$ cat src/rtl/counter_sequence_checker_sat_counter.sv
// Saturating event counter: increments on inc, sticks at all-ones.
// Registered output; the count moves on the same edge as the pulse it counts.
module counter_sequence_checker_sat_counter #(
  parameter int CNT_WIDTH = 8
) (
  input  logic                 clk,
  input  logic                 reset,
  input  logic                 inc,
  output logic [CNT_WIDTH-1:0] count
);

  logic [CNT_WIDTH-1:0] count_q, count_d;

  always_comb begin
    count_d = count_q;
    if (inc && (count_q != {CNT_WIDTH{1'b1}})) begin
      count_d = count_q + CNT_WIDTH'(1);
    end
  end

  always_ff @(posedge clk or negedge reset) begin
    if (!reset) count_q <= '0;
    else        count_q <= count_d;
  end

  assign count = count_q;

endmodule

$ cat config.mk
export PLATFORM = sky130hd
export DESIGN_NAME = counter_sequence_checker_sat_counter
export DESIGN_NICKNAME = d
export VERILOG_FILES = /design/src/rtl/counter_sequence_checker_sat_counter.sv
export SDC_FILE = /design/constraint.sdc
export NUM_CORES = 1
export LEC_CHECK = 0
export BUFFER_PORTS_ARGS = -buffer_cell sky130_fd_sc_hd__buf_4
export CORE_AREA = 10 10 47 49
export DETAILED_ROUTE_END_ITERATION = 6
export DIE_AREA = 0 0 57 59
export SYNTH_ARGS = -nofsm -noshare
export SYNTH_HDL_FRONTEND = slang
export SYNTH_SLANG_ARGS = --single-unit
$ cat constraint.sdc
create_clock -name clk -period 1.55 [get_ports clk]
set_input_delay 0.155 -clock clk [delete_from_list [all_inputs] [get_ports clk]]
set_output_delay 0.155 -clock clk [all_outputs]
set_load 0.01 [all_outputs]
## Word level (Yosys, flattened, before mapping)

Index checks and enable logic that the tools add are counted.
Widths: inputs -> output; s select.

- Bits in registers: 8
- Output and inout port bits: 8
- Word-level logic and storage cells: 4

- $add $sub $neg: 1
- Equality and inequality tests: 1
- Reduce and logical (&&, ||, !) cells: 1

Operators with widths:

| operator | count |
|---|---|
| $add 8x1->8 const B | 1 |
| $ne 8x8->1 const B | 1 |
| $logic_and 1x1->1 | 1 |

## Logic depth before layout (Yosys ltp)

Gate-level depths: netlist of the first run.

- Word-level depth: 2
- Depth in mapped cells: 4

## Worst setup path after synthesis of the first run

Ideal clock, no wire load.

- Path type: register -> register
- Start point: reg count_q[0], in the netlist count[0]
- End point: reg count_q[1], in the netlist count[1]
- Setup time: 0.128 ns
- Data arrival time: 1.309 ns
- Required time: 1.422 ns
- Setup slack: 0.113 ns
- Cell stages (with the launch flop): 5
- Clock period less this slack: 1.437 ns
- Path through: dfrtp_1 -> ha_1 -> nand4_1 -> o21ai_2 -> mux2_1

- Longest elaborated chain between the ends: 2
- Elaborated cells between the ends (all ways): 3

Ends and longest elaborated chain:

| element | RTL line | RTL |
|---|---|---|
| start: declaration | 12 | `logic [CNT_WIDTH-1:0] count_q, count_d;` |
| start signal: assignment | 23 | `else count_q <= count_d;` |
| parallel branches: the longest is 2 deep, another holds $add 8x1->8 | - |  |

Several ways; the timed one is not identified.
A chain may end at the register's enable or synchronous reset.

## Worst setup path in the final report of the first run

- Start point: reg count_q[1], in the netlist count[1]
- End point: reg count_q[1], in the netlist count[1]

The elaborated chain is that of the path after synthesis.

==> flow_summary.toml, run 1 <==
[outcome]
outcome = "finished, final reports clean"

[pwr]
p_leak_nw = 0.254
pwr_density_cell_nw_per_um2 = 1840
ir_drop_v = 0.000694

[drt]
drt_first_pass_iters = 5
routed_wl_um = 990
vias = 365
drc = 0
viasPerCell = 5.37
ant_nets = 0
wire_per_inst_um = 14.6
dr.first_iter.drc_count = 5

[floorplanning]
initial_core_util_pct = 29.1
dieWidth_um = 57
ios = 11
die_y_um = 59
core_area_um2 = 1400
rows = 14
dieArea_um2 = 3360

[finish]
largest_reg_flops = 8
area_growth_pct = 38.7
final_layout_size_suffix_gt1_share_pct = 44.2
design_area_um2 = 566
stdcell_count = 68
final_core_util_pct = 40.4
num_antenna_cells = 0
nNetsFinal = 58

[synth]
synth_nets = 38
yosysUniqueCellTypes = 23
ys_ff_latch = 8
yosys.area_share.adder_pct = 3.07
synth_edf_count = 0
synth.area.mux_share_pct = 6.44
yosysMostFrequentCell = "dfrtp_1"
synth_compound_area_share_pct = 21.2
netlist_area_um2 = 408
synth-simple-area-share_pct = 15.0
ys_async_sr_fraction_pct = 100
yosys-top-cells-area = "dfrtp_1, a41oi_1, a311oi_2, mux2_4, a31oi_1"
syn_inst = 34
synthTopCellsByCount = "dfrtp_1, a21oi_1, a31oi_1, a41oi_1, nand3_1"
synth_top_area_cell = "dfrtp_1"
yosys_warnings = 0
yosysSeqAreaShare_pct = 49.1
syn_area_per_cell_um2 = 12.0
synth_top_family_by_area = "compound AO/OA/AOI/OAI gates"
synthFlopType = "dfrtp_1"
netlist.area_leader.share_pct = 49.1
synth_xor_area_share_pct = 4.29

[timing]
setup_viol = 0
post-route-period-util_pct = 91.9
rsz0062_at_grt = "false"
tightest_slew_ns = 0.228
setup_ws_ns = 0.125
finalCriticalPeriod_ns = 1.43
skew_ns = 0.00484
hold_violations = 0
finalSetupTns_ns = 0
maxSlewHeadroom_pct = 84.8
max_freq_mhz = 702
slew_viol_final = 0

[critical_path]
crit_start = "count[1]"
reg2reg_depth = 4
cp_top_family = "flip-flops"
required_ns = 1.69
cp-end-kind = "flip-flop"
critical_path.max_stage_delay_ns = 0.38
crit_end = "count[1]"
crit_slowest_cell = "dfrtp_1"
path_buf_inv = 0
cp-start-kind = "flip-flop"
cp.depth = 4
path_max_fanout = 5
rr_endpoint = "count[1]"
arrival_ns = 1.57
regToRegStartpoint = "count[1]"
critical_path.cell_chain = "ha_1 > nand4_1 > o21ai_2 > mux2_1"
crit_type = "reg -> reg"
r2r_slack_ns = 0.12

[cts]
h-tree-depth = 1
numClockSinks = 8
clockRootBuffer = "clkbuf_4"
cts_made_buffers = 3
cts_tree = "built"
cts_buffer_depth = 2
clkSlewWorstSetupHoldPaths_ns = 0.06
cts_setup_buffers = 0
clk_latency_ns = 0.27

[placement]
portBuffers = 10
gp_congestion = 0.781
post-place-ws_ns = 0.138
place_area_um2 = 533
dp_cells = 64
dpl.hpwl_um = 719

[hold_path]
hold_class = "in -> reg"

[run]
maxCapViolCount = 0

[global_routing]
grt_pass1_vias = 389
grt_pass1_wl_mm = 1.68
grt_overflow_total = 0
track_usage_pct = 6.34
grt_max_degree = 9
antenna_found_initial = 0
worst reg2reg max path: stages (launching register included):
cell and delay, ns:
dfrtp_1 0.38, ha_1 0.26, nand4_1 0.16, o21ai_2 0.18, mux2_1 0.34
cells by family (layout without fill, tap and decap cells):
group / Yosys count / count (layout)
xor+xnor: 2 / 2
simple gates: 9 / 9
buf+inv: 1 / 19
compound gates: 11 / 11
flops: 8 / 8
mux: 2 / 2
fa+ha+maj: 1 / 1
metal layers:
layer | share of wire [%] | track usage (%)
met1 | 41 | 6.86
met2 | 43 | 8.53
met3 | 12 | 3.65
met4 | 3.3 | 5.70
met5 | 0 | 0
layout by cell type (no fill, tap or decap):
cell / instances
nand3_1: 2
a21oi_1: 2
dlygate4sd3_1: 1
and4_4: 1
mux2_1: 1
xor2_1: 1
and3_4: 1
a21boi_0: 1
nor2_1: 1
o21a_1: 1
a311oi_2: 1
buf_4: 14
nand4_1: 1
nand3_2: 1
inv_1: 1
mux2_4: 1
a41oi_1: 2
ha_1: 1
nand2_1: 1
o211ai_1: 1
clkbuf_4: 3
dfrtp_1: 8
nor3_1: 1
xnor2_1: 1
o21ai_2: 1
a31oi_1: 2
report_power, final:
group	internal [mW]	switching (mW)	total, mW
logic	0.250	0.211	0.461
clock network	0.0892	0.0805	0.170
registers	0.296	0.113	0.409
total	0.636	0.404	1.04
how the worst min path moves through the flow:
stage	slack (ns)	to	from	cells past startpoint
final	0.18	count[2]	inc	3
after global routing	0.22	count[2]	inc	3
after floorplan	-0.14	count[0]	reset	0
after global placement	-0.02	count[2]	reset	1
after CTS	0.19	count[2]	inc	3
after detailed placement	-0.02	count[2]	reset	1
cell type report:
class / instances / area (um^2)
clock buffer: 3 / 22.5
multi-input combinational: 25 / 204
fill: 146 / 836
timing repair buffer: 15 / 115
inverter: 1 / 3.75
sequential: 8 / 200
tap: 16 / 20.0
through the flow:
step	hold WS, ns	total power, mW
global placement	-0.0189	0.864
finish	0.182	1.04
floorplan	-0.141	0.638
detailed placement	-0.0177	0.876
CTS	0.188	1.06
global route	0.216	1.12
what timing repair did:
item                      in CTS  in global routing
resized for setup              0                  0
hold endpoints to repair       8                  0
hold buffers                   1                  0
No activity file was read; power rests on OpenSTA's default activity.
==> inputs of run 2 (changes only) <==
==> constraint.sdc (replaced) <==
create_clock -name clk -period 1.4 [get_ports clk]
set_input_delay 0.14 -clock clk [delete_from_list [all_inputs] [get_ports clk]]
set_output_delay 0.14 -clock clk [all_outputs]
set_load 0.01 [all_outputs]
==> run 2 against run 1 <==
  * Fmax grew 4.9%
  * Sequential cell count unchanged
  * Combinational power grew 38%
  * Critical path depth unchanged
  * Count of clock-buffer cells in the layout did not move
  * Cell area up 8.2%
  * Critical path type unchanged
  * Largest cell class unchanged
==> flow_summary.toml, run 2 (synthesized netlist as in run 1, its figures left out) <==
[cts]
cts_tree = "built"
clockRootBuffer = "clkbuf_4"
clk_latency_ns = 0.25
cts_made_buffers = 3
numClockSinks = 8
h-tree-depth = 1
clkSlewWorstSetupHoldPaths_ns = 0.06
cts_buffer_depth = 2

[global_routing]
grt_pass1_wl_mm = 1.61
grt_overflow_total = 0
track_usage_pct = 6.29
antenna_found_initial = 0
grt_max_degree = 9
grt_pass1_vias = 377

[pwr]
pwr_density_cell_nw_per_um2 = 2050
combinationalPowerShare_pct = 50.7
p_leak_nw = 0.277
seqPwrFrac_pct = 35.4
switching_share_pct = 36.9
ir_drop_v = 0.000905
p_switching_mw = 0.462
p_clk_share_pct = 13.9
cellInternalPower_mw = 0.790

[drt]
viasPerCell = 5.22
wl_met2_um = 426
routed_wl_um = 995
wl_met3_um = 133
met1_length_um = 435
vias = 376
dr.first_iter.drc_count = 15
ant_nets = 0
highest_layer = "met3"
wire_per_inst_um = 13.8
drc = 0
drt_first_pass_iters = 4

[timing]
slew_viol_final = 0
setup_ws_ns = 0.0412
whs_ns = 0.226
maxSlewHeadroom_pct = 85.8
post-route-period-util_pct = 97.1
setup_viol = 0
finalCriticalPeriod_ns = 1.36
finalSetupTns_ns = 0
skew_ns = 0.00743
tightest_slew_ns = 0.213
max_freq_mhz = 736
hold_violations = 0

[critical_path]
cp-start-kind = "flip-flop"
required_ns = 1.54
cp-end-kind = "flip-flop"
crit_type = "reg -> reg"
path_max_fanout = 5
arrival_ns = 1.50

[finish]
nNetsFinal = 62
stdcell_count = 72
area_growth_pct = 50.0
final_common_cell = "buf_4"
largest_reg_flops = 8
design_area_um2 = 612
final_layout_size_suffix_gt1_share_pct = 51.8
layout_common_cells = "buf_4, dfrtp_1, clkbuf_4"
num_antenna_cells = 0

[placement]
dp_cells = 67
gp_congestion = 0.819
portBuffers = 10
post-place-ws_ns = 0.0258
place_area_um2 = 558

[hold_path]
hold_class = "in -> async"

[outcome]
outcome = "finished, final reports clean"

[floorplanning]
rows = 14
initial_core_util_pct = 29.1
dieArea_um2 = 3360
die_y_um = 59
core_area_um2 = 1400
ios = 11
dieWidth_um = 57

[run]
maxCapViolCount = 0
-- run 2: changes by cell type in the layout (fill, tap and decap cells not counted) --
cell / change
ha_1: -1
mux2_1: -1
mux2_4: +1
buf_4: +4
ha_4: +1
-- run 2: path summary, 6_finish.rpt --
kind,start,endpoint,cells past startpoint,slack (ns)
min in group clk,inc,count[2],3,0.23
setup reg to reg,count[1],count[1],4,0.04
setup / recovery,count[1],count[1],4,0.04
max in group asynchronous,reset,count[0],2,1.04
hold / removal,reset,count[1],2,0.23
hold reg to reg,count[4],count[4],1,0.56
-- run 2: power groups by stage --
stage | combinational, mW | clock [mW] | sequential (mW)
2_1_floorplan | 0.214 | 0 | 0.498
5_1_grt | 0.700 | 0.202 | 0.460
3_3_place_gp | 0.589 | 0 | 0.436
6_report | 0.635 | 0.174 | 0.443
4_1_cts | 0.599 | 0.185 | 0.430
3_5_place_dp | 0.594 | 0 | 0.434
-- run 2: repair_timing --
| action | in CTS | in global routing |
|---|---|---|
| buffers inserted | 0 | 1 |
| hold endpoints to repair | 8 | 0 |
| gates resized for setup | 0 | 2 |
| hold buffers | 1 | 0 |
| endpoints found under the setup margin | 0 | 1 |
-- run 2: routing by layer --
layer  up-vias  track usage (%)
met5         -                0
met4         0             1.01
met3         0             5.79
met2        21             8.99
met1       174             6.85
li1        181                -
-- run 2: cell type report --
class / instances / area [um^2]
tap: 16 / 20.0
sequential: 8 / 200
timing repair buffer: 19 / 145
multi-input combinational: 25 / 220
fill: 138 / 790
clock buffer: 3 / 22.5
inverter: 1 / 3.75
-- run 2: metrics by stage --
stage,power [mW],util (%)
2_1_floorplan,0.712,-
3_3_place_gp,1.02,39.8
3_5_place_dp,1.03,39.8
4_1_cts,1.21,42.1
5_1_grt,1.36,43.7
6_report,1.25,43.7
-- run 2: worst max-delay path, stage by stage, from the launching register on --
cell     delay (ns)
dfrtp_1        0.39
ha_4           0.17
nand4_1        0.14
o21ai_2        0.22
mux2_4         0.31
